==> config.mk <==
export PLATFORM = sky130hd
export DESIGN_NAME = i2s_tx
export DESIGN_NICKNAME = d
export VERILOG_FILES = /design/src/rtl/i2s_tx.sv
export SDC_FILE = /design/constraint.sdc
export NUM_CORES = 1
export LEC_CHECK = 0
export BUFFER_PORTS_ARGS = -buffer_cell sky130_fd_sc_hd__buf_2
export CORE_MARGIN = 2
export CORE_UTILIZATION = 61
export DETAILED_ROUTE_END_ITERATION = 8
export PLACE_DENSITY = 0.9
export RECOVER_POWER = 50
export SLEW_MARGIN = 20
export SYNTH_ARGS = -nofsm -noshare
export SYNTH_HDL_FRONTEND = slang
export SYNTH_SLANG_ARGS = --single-unit
export TNS_END_PERCENT = 10
==> constraint.sdc <==
create_clock -name clk_in -period 2.91 [get_ports clk_in]
set_input_delay 0.4365 -clock clk_in [delete_from_list [all_inputs] [get_ports clk_in]]
set_output_delay 0.4365 -clock clk_in [all_outputs]
set_load 0.03 [all_outputs]
==> src/rtl/i2s_tx.sv <==
// I2S transmitter: divides clk_in into BCLK/LRCLK and shifts out buffered stereo
// samples MSB first with the standard one-bit delay after each LRCLK change.
module i2s_tx #(
    parameter int SAMPLE_WIDTH = 24,
    parameter int SLOT_WIDTH   = 32,
    parameter int BCLK_HALF    = 4
) (
    input  logic                    clk_in,
    input  logic                    rst_in,
    input  logic [SAMPLE_WIDTH-1:0] left_in,
    input  logic [SAMPLE_WIDTH-1:0] right_in,
    input  logic                    sample_valid_in,
    output logic                    sample_ready_out,
    output logic                    bclk_out,
    output logic                    lrclk_out,
    output logic                    sdata_out,
    output logic                    underrun_out
);

    localparam int FRAME_BITS = 2 * SLOT_WIDTH;
    localparam int PAD        = SLOT_WIDTH - SAMPLE_WIDTH;
    localparam int DIV_W      = (BCLK_HALF > 1) ? $clog2(BCLK_HALF) : 1;
    localparam int CNT_W      = $clog2(FRAME_BITS);

    localparam logic [DIV_W-1:0] DIV_LAST  = DIV_W'(BCLK_HALF - 1);
    localparam logic [CNT_W-1:0] CNT_LAST  = CNT_W'(FRAME_BITS - 1);
    localparam logic [CNT_W-1:0] SLOT_LAST = CNT_W'(SLOT_WIDTH - 1);

    logic [DIV_W-1:0]        divCnt_q, divCnt_d;
    logic                    bclk_q, bclk_d;
    logic [CNT_W-1:0]        bitCnt_q, bitCnt_d;
    logic                    lrclk_q, lrclk_d;
    logic                    sdata_q, sdata_d;
    logic [FRAME_BITS-1:0]   shift_q, shift_d;
    logic                    bufFull_q, bufFull_d;
    logic [SAMPLE_WIDTH-1:0] bufLeft_q, bufLeft_d;
    logic [SAMPLE_WIDTH-1:0] bufRight_q, bufRight_d;
    logic                    ready_q, ready_d;
    logic                    underrun_q, underrun_d;

    logic                    halfDone;
    logic                    fallEvent;
    logic                    frameStart;
    logic                    capture;
    logic [SLOT_WIDTH-1:0]   slotLeft;
    logic [SLOT_WIDTH-1:0]   slotRight;
    logic [FRAME_BITS-1:0]   frameWord;

    assign halfDone   = (divCnt_q == DIV_LAST);
    assign fallEvent  = halfDone && bclk_q;
    assign frameStart = fallEvent && (bitCnt_q == CNT_LAST);
    assign capture    = sample_valid_in && ready_q;

    // Each sample sits left-justified in its slot, zero padded below the LSB.
    assign slotLeft  = SLOT_WIDTH'(bufLeft_q) << PAD;
    assign slotRight = SLOT_WIDTH'(bufRight_q) << PAD;
    assign frameWord = {slotLeft, slotRight};

    always_comb begin
        divCnt_d   = divCnt_q;
        bclk_d     = bclk_q;
        bitCnt_d   = bitCnt_q;
        lrclk_d    = lrclk_q;
        sdata_d    = sdata_q;
        shift_d    = shift_q;
        bufFull_d  = bufFull_q;
        bufLeft_d  = bufLeft_q;
        bufRight_d = bufRight_q;
        underrun_d = 1'b0;

        if (halfDone) begin
            divCnt_d = '0;
            bclk_d   = ~bclk_q;
        end else begin
            divCnt_d = divCnt_q + DIV_W'(1);
        end

        // The MSB leaving the shifter on each event is the previous frame bit,
        // which yields the one-BCLK delay relative to LRCLK.
        if (fallEvent) begin
            bitCnt_d = (bitCnt_q == CNT_LAST) ? '0 : bitCnt_q + CNT_W'(1);
            lrclk_d  = (bitCnt_d > SLOT_LAST);
            sdata_d  = shift_q[FRAME_BITS-1];
            if (frameStart) begin
                if (bufFull_q) begin
                    shift_d   = frameWord;
                    bufFull_d = 1'b0;
                end else begin
                    shift_d    = '0;
                    underrun_d = 1'b1;
                end
            end else begin
                shift_d = shift_q << 1;
            end
        end

        // Capture only happens while empty, so it never collides with a consume.
        if (capture) begin
            bufFull_d  = 1'b1;
            bufLeft_d  = left_in;
            bufRight_d = right_in;
        end

        ready_d = ~bufFull_d;
    end

    always_ff @(posedge clk_in) begin
        if (rst_in) begin
            divCnt_q   <= '0;
            bclk_q     <= 1'b0;
            bitCnt_q   <= CNT_LAST;
            lrclk_q    <= 1'b1;
            sdata_q    <= 1'b0;
            shift_q    <= '0;
            bufFull_q  <= 1'b0;
            bufLeft_q  <= '0;
            bufRight_q <= '0;
            ready_q    <= 1'b1;
            underrun_q <= 1'b0;
        end else begin
            divCnt_q   <= divCnt_d;
            bclk_q     <= bclk_d;
            bitCnt_q   <= bitCnt_d;
            lrclk_q    <= lrclk_d;
            sdata_q    <= sdata_d;
            shift_q    <= shift_d;
            bufFull_q  <= bufFull_d;
            bufLeft_q  <= bufLeft_d;
            bufRight_q <= bufRight_d;
            ready_q    <= ready_d;
            underrun_q <= underrun_d;
        end
    end

    assign sample_ready_out = ready_q;
    assign bclk_out         = bclk_q;
    assign lrclk_out        = lrclk_q;
    assign sdata_out        = sdata_q;
    assign underrun_out     = underrun_q;

endmodule

==> flow_summary.ini, run 1 <==
[critical_path]
r2r-end = shift_q[17]
timing.critical_path.to = shift_q[17]
required_ns = 3.35
crit_path_max_fanout = 37
reg2reg_from = divCnt_q[0]
ff2ff_path_depth = 5
startpoint = divCnt_q[0]
rrSetupSlack_ns = 0.70
startpoint_type = flip-flop
crit_arrival_ns = 2.65
critPathCaptureType = flip-flop
path_class = flip-flop to flip-flop

[pwr]
p_per_area_nw_per_um2 = 736
p_int_mw = 3.16
total_power_mw = 4.04
leakage_nw = 2.12
power_frac_comb = 0.055
switchingPower_mw = 0.886
ir_worst_vdd_mv = 0.587
seqPwrFrac = 0.422
switching_share = 0.219
pwr-share-clk = 0.523

[floorplanning]
die_w_um = 91.6
fp.dieArea_um2 = 8390
io_pins = 56
coreArea_um2 = 7330
rows = 31
initial_core_util = 0.639
die_y_um = 91.6

[place]
dpl.hpwl_mm = 5.95
pre_cts_ws_ns = 1.05
dpl_cell_area_um2 = 4900
place_inst = 690
port_buffers = 55
gp_congestion = 0.816

[synth]
yosysMostFrequentCell = dfxtp_1
postSynthAreaPerCell_um2 = 7.99
synthCells = 586
async_flop_share = 0
yosysSeqAreaShare = 0.505
synth-edff-count = 0
yosysWarnings = 0
syn-num-nets = 640
ys_seq_elements = 118
synth_cell_types = 31
synth_common_cells = dfxtp_1 (118), nand2_1 (115), a21oi_1 (108)
yosys.area.top_type = dfxtp_1
synth_area_um2 = 4680
synthTopCellsByArea = dfxtp_1 (50%), a21oi_1 (12%), o21ai_0 (10%)
yosysTopAreaCellShare = 0.505
synthFlopType = dfxtp_1

[timing]
min_period_over_period = 0.760
setup_violations = 0
finalHoldViolCount = 0
timing.fmax_mhz = 452
drv_slew = 0
grt_setup_unrepaired = no
fin_hold_ws_ns = 0.148
slew_headroom = 0.384
min_period_ns = 2.21
final.setup.tns_ns = 0
fin_skew_ns = 0.00515
setup_ws_ns = 0.699
tightest_slew_ns = 0.921

[finish]
syn2layout_area_growth_pct = 17.4
multi_input_area_um2 = 2050
antenna_cells = 0
post-route-util = 0.750
nNetsFinal = 664
drive_gt1_frac = 0.148
finalNonFillerCells = 721
fill_cells = 515
final_area_um2 = 5500
ff_latch_area_um2 = 2360

[global_route]
grt_pass1_wl_mm = 19.2
grt_start_max_net_pins = 69
antenna_found_initial = 0
overflow = 0
grtUsageTotal = 0.285
grt_pass1_vias = 4143

[clocking]
worst_skew_pair.late_latency_ns = 0.52
cts_tree = done
post_cts_resized = 0
postCtsSetupBuffers = 0
cts_hold_buffers = 0
cts_root_buf = clkbuf_8
cts_sinks = 118
ctsHtreeMaxLevel = 4
cts_max_path_buffers = 2
cts-buffers-inserted = 17
clk_pin_slew_ns = 0.05

[drt]
drt-pass1-iter-count = 6
vias_per_cell = 6.03
wl_mm = 11.3
wl_per_cell_um = 15.6
num_vias = 4346
drt_iter0_markers = 419
postRouteAntennaNets = 0
drc = 0

[hold_path]
hp-class = input pin to flip-flop

[run_status]
outcome = completed

[run]
maxCapViolations = 0
[power groups by stage]
stage          Combinational [mW]  Sequential [mW]  Clock (mW)
3_3_place_gp                0.209             1.73           0
3_5_place_dp                0.219             1.74           0
4_1_cts                     0.224             1.70        2.13
6_report                    0.223             1.71        2.11
2_1_floorplan               0.149             1.73           0
5_1_grt                     0.254             1.71        2.21
[kinds of logic after synthesis]
kind of cell / Yosys count / synth area share
flip-flops: 118 / 0.505
AND/OR/NAND/NOR: 135 / 0.119
XOR/XNOR: 2 / 0.00374
adder cells (fa/ha/maj): 3 / 0.00802
buffers and inverters: 62 / 0.0583
AO/OA/AOI/OAI: 266 / 0.307
[metal layers]
| layer | share of wire | track usage |
|---|---|---|
| met5 | 0 | 0 |
| met4 | 0.016 | 0.126 |
| met1 | 0.42 | 0.343 |
| met3 | 0.060 | 0.0846 |
| met2 | 0.50 | 0.471 |
[worst max-delay path: stages (launching register included)]
cell	delay, ns
dfxtp_1	0.32
ha_1	0.28
nand2_1	0.71
buf_4	0.52
a31oi_1	0.08
a21oi_1	0.21
[how the worst min path moves through the flow]
stage | start | end | depth (start not counted)
2_1_floorplan | divCnt_q[0] | divCnt_q[0] | 1
5_1_grt | right_in[19] | bufRight_q[19] | 3
4_1_cts | left_in[4] | bufLeft_q[4] | 3
6_report | left_in[0] | bufLeft_q[0] | 3
3_3_place_gp | divCnt_q[0] | divCnt_q[0] | 1
3_5_place_dp | shift_q[37] | shift_q[37] | 2
[cell type report]
type,count,share of cell area
repair buffers,63,0.0619
multi-input cells,406,0.372
clock inverters,8,0.0219
well taps,99,0.0225
inverters,4,0.00273
clock buffers,23,0.0886
flip-flops and latches,118,0.430
[registers in the layout (all words and copies together), names as in the netlist]
register	cells
bufRight_q	24
lrclk_out	1
bufFull_q	1
bclk_out	1
sdata_out	1
sample_ready_out	1
divCnt_q	2
bufLeft_q	24
underrun_out	1
bitCnt_q	6
shift_q	56
[placed cells by master (no fill, tap or decap), types with 2 or more instances in the layout]
cell type     n
xnor2_1       2
clkinvlp_4    2
nand2_1     115
nand3_1       4
o21ai_0      96
a31oi_1      46
buf_4         6
clkbuf_1      5
nor4_1        2
clkbuf_16    16
nor2_1        3
or3_1         2
o211ai_1     11
inv_1         3
clkinv_2      3
buf_2        51
a21oi_1     108
clkbuf_8      6
bufinv_16     3
dfxtp_1     118
ha_1          3
(Power assumes the default switching activity.)
==> run 2: changes to the inputs <==
Settings changed: CORE_UTILIZATION 61 to 57, PLACE_DENSITY 0.9 to 0.85.
Clock period 2.91 ns to 2.3 ns, I/O delays scaled along.
==> flow_summary.ini, run 2 (same netlist as run 1, synthesis figures left out) <==
[clocking]
clk_pin_slew_ns = 0.05
post_cts_resized = 0
worst_skew_pair.late_latency_ns = 0.52
cts-buffers-inserted = 17
cts_max_path_buffers = 2
cts_tree = done
cts_sinks = 118
cts_hold_buffers = 0
cts_root_buf = clkbuf_8
postCtsSetupBuffers = 0
ctsHtreeMaxLevel = 4

[drt]
drc = 0
drt-pass1-iter-count = 5
postRouteAntennaNets = 0
drt_iter0_markers = 339
num_vias = 4362
wl_mm = 11.3
wl_per_cell_um = 15.4
vias_per_cell = 5.93

[critical_path]
required_ns = 2.74
critPathCaptureType = flip-flop
ff2ff_path_depth = 5
crit_path_max_fanout = 32
crit_arrival_ns = 2.33
path_class = flip-flop to flip-flop
startpoint_type = flip-flop

[timing]
grt_setup_unrepaired = no
min_period_over_period = 0.822
min_period_ns = 1.89
finalHoldViolCount = 0
tightest_slew_ns = 0.905
drv_slew = 0
fin_skew_ns = 0.00993
final.setup.tns_ns = 0
slew_headroom = 0.397
setup_violations = 0
timing.fmax_mhz = 529

[pwr]
p_per_area_nw_per_um2 = 930
leakage_nw = 2.17
ir_worst_vdd_mv = 0.553

[place]
gp_congestion = 0.803
dpl_cell_area_um2 = 4970
port_buffers = 55
dpl.hpwl_mm = 6.45

[global_route]
grt_pass1_wl_mm = 18.7
antenna_found_initial = 0
grtUsageTotal = 0.266
grt_pass1_vias = 4158
grt_start_max_net_pins = 51
overflow = 0

[finish]
regMostFlops = shift_q
drive_gt1_frac = 0.157
largest_register_ffs = 56
syn2layout_area_growth_pct = 19.1
antenna_cells = 0
multi_input_area_um2 = 2050
fill_cells = 634
final_common_cell = dfxtp_1
largest_registers = shift_q: 56 flops, bufLeft_q: 24 flops, bufRight_q: 24 flops
final_area_um2 = 5580
nNetsFinal = 672
ff_latch_area_um2 = 2360
final_cell_mix = dfxtp_1 (118), nand2_1 (115), a21oi_1 (108)

[floorplanning]
fp.dieArea_um2 = 8950
rows = 33
io_pins = 56
coreArea_um2 = 8090
die_y_um = 94.6
die_w_um = 94.6
initial_core_util = 0.579

[run_status]
outcome = completed

[run]
maxCapViolations = 0

[hold_path]
hp-class = input pin to flip-flop
whs_path_depth = 3
-- run 2: worst max-delay path, cell delays in order (launching register included) --
cell	delay, ns
dfxtp_1	0.34
ha_1	0.30
and2_2	0.54
buf_4	0.30
o21ai_0	0.13
a21oi_1	0.20
-- run 2: power breakdown --
group	total, mW	switching, mW	internal [mW]
Clock	2.75	0.889	1.86
Sequential	2.15	0.0396	2.11
Combinational	0.282	0.183	0.0992
Total	5.19	1.11	4.08
-- run 2: final timing paths --
path	from	slack (ns)	to
worst max register to register	divCnt_q[0]	0.41	shift_q[46]
worst min register to register	divCnt_q[0]	0.44	divCnt_q[0]
worst min-delay path	left_in[8]	0.06	bufLeft_q[8]
worst max-delay path	divCnt_q[0]	0.41	shift_q[46]
-- run 2: layout make-up --
cell class,count,share of cell area
Clock buffer,23,0.0855
Inverter,4,0.00269
Timing Repair Buffer,71,0.0718
Clock inverter,8,0.0260
Multi-Input combinational cell,406,0.367
Sequential cell,118,0.424
Tap cell,105,0.0236
-- run 2: stage by stage --
stage               cells  hold slack, ns  worst slack (ns)  power, mW   util
floorplan             586           0.404             0.810       2.38      -
global route          735          0.0534             0.270       5.34  0.689
detailed placement    704           0.434             0.486       2.48  0.614
CTS                   735          0.0412             0.411       5.21  0.690
global placement      704           0.412             0.603       2.46  0.614
finish                735          0.0580             0.410       5.19  0.689
-- run 2: layer usage --
metal,wire length [µm],global-route usage,vias to the layer above
met4,255,0.116,0
met5,0,0,-
li1,-,-,2139
met1,4790,0.317,2033
met2,5590,0.444,160
met3,654,0.0798,30
==> run 3: changes to the inputs <==
Settings changed: CORE_UTILIZATION 57 to 52, PLACE_DENSITY 0.85 to 0.82.
Clock period 2.3 ns to 1.6 ns, I/O delays scaled along.
==> flow_summary.ini, run 3 (same netlist as run 1, synthesis figures left out) <==
[finish]
nNetsFinal = 724
syn2layout_area_growth_pct = 31.0
antenna_cells = 0
finalNonFillerCells = 791
drive_gt1_frac = 0.158
final_common_cell = dfxtp_1
regMostFlops = shift_q
final_cell_mix = dfxtp_1 (118), nand2_1 (114), a21oi_1 (108)
largest_register_ffs = 56
largest_registers = shift_q: 56 flops, bufLeft_q: 24 flops, bufRight_q: 24 flops

[clocking]
ctsHtreeMaxLevel = 4
clk_pin_slew_ns = 0.06
cts_sinks = 118
cts_tree = done
postCtsSetupBuffers = 0
cts_max_path_buffers = 2
cts-buffers-inserted = 17
worst_skew_pair.late_latency_ns = 0.51
cts_root_buf = clkbuf_8

[critical_path]
required_ns = 2.02
cp_cell_sequence = ha_2 -> and2_2 -> buf_12 -> nand3_1 -> a311oi_1
worst_path_largest_cell_delay_ns = 0.40
crit_path_max_fanout = 28
crit_arrival_ns = 1.92
startpoint_type = flip-flop
path_class = flip-flop to flip-flop
critPathCaptureType = flip-flop
crit_slowest_cell = dfxtp_1

[drt]
postRouteAntennaNets = 0
vias_per_cell = 5.83
num_vias = 4614
drt_iter0_markers = 386
wl_per_cell_um = 15.0
drt-pass1-iter-count = 5
wl_mm = 11.9
drc = 0

[timing]
timing.fmax_mhz = 670
setup_violations = 0
slew_headroom = 0.645
setup_ws_ns = 0.108
final.setup.tns_ns = 0
min_period_ns = 1.49
min_period_over_period = 0.933
grt_setup_unrepaired = no
finalHoldViolCount = 0
fin_skew_ns = 0.00769
drv_slew = 0
tightest_slew_ns = 0.532

[floorplanning]
die_y_um = 98.9
initial_core_util = 0.537
io_pins = 56
coreArea_um2 = 8720
fp.dieArea_um2 = 9780
die_w_um = 98.9
rows = 34

[global_route]
grt_pass1_wl_mm = 19.9
overflow = 0
grt_start_max_net_pins = 59
grt_pass1_vias = 4257
grtUsageTotal = 0.251
antenna_found_initial = 0

[pwr]
switching_share = 0.236
ir_worst_vdd_mv = 0.943
seqPwrFrac = 0.418
pwr-share-clk = 0.510
power_frac_comb = 0.072
total_power_mw = 7.41
leakage_nw = 2.38
p_per_area_nw_per_um2 = 1210
p_int_mw = 5.66
switchingPower_mw = 1.75

[hold_path]
hp-class = input pin to flip-flop

[place]
place_inst = 712
gp_congestion = 0.801
pre_cts_ws_ns = 0.0742
port_buffers = 55
dpl.hpwl_mm = 6.67

[run_status]
outcome = completed

[run]
maxCapViolations = 0
[run 3: worst paths after layout]
check | start | to | slack [ns] | depth (start not counted)
hold reg to reg | divCnt_q[0] | divCnt_q[0] | 0.45 | 1
setup / recovery | bitCnt_q[1] | shift_q[31] | 0.11 | 5
hold / removal | right_in[1] | bufRight_q[1] | 0.04 | 3
setup reg to reg | bitCnt_q[1] | shift_q[31] | 0.11 | 5
[run 3: layout make-up]
cell class	count	area [µm²]
Fill cell	638	2590
Sequential cell	118	2360
Multi-Input combinational cell	406	2050
Timing Repair Buffer	123	973
Clock buffer	17	414
Clock inverter	15	180
Tap cell	108	135
Inverter	4	15.0
[run 3: metal layers]
layer	up-vias	wire length, µm	track usage
li1	2237	-	-
met1	2196	5110	0.313
met2	166	5900	0.411
met3	15	676	0.0730
met4	0	183	0.0948
met5	-	0	0
[run 3: critical path, delay by kind of cell, from the launching register on]
| family | cells | cell delay (ns) |
|---|---|---|
| and+or+nand+nor | 2 | 0.30 |
| adders and majority gates | 1 | 0.26 |
| DFF | 1 | 0.40 |
| AOI/OAI and AO/OA | 1 | 0.26 |
| buffers and inverters | 1 | 0.18 |
[run 3: power by group through the flow]
stage	logic, mW	clock network (mW)	registers [mW]
2_1_floorplan	0.271	0	3.15
3_3_place_gp	0.414	0	3.16
3_5_place_dp	0.432	0	3.16
4_1_cts	0.521	3.83	3.10
5_1_grt	0.587	3.98	3.11
6_report	0.531	3.78	3.10
[run 3: timing repair]
action	in CTS	in global routing
endpoints found under the hold margin	47	0
setup endpoints to repair	0	12
hold buffers	47	0
gates resized for setup	0	3
[run 3: metrics by stage]
step           hold WS, ns  cell area (µm²)   util
6_report            0.0389             6130  0.703
5_1_grt             0.0310             6130  0.703
4_1_cts             0.0114             6130  0.703
3_5_place_dp         0.434             5070  0.581
3_3_place_gp         0.412             5070  0.581
2_1_floorplan        0.376             4680      -
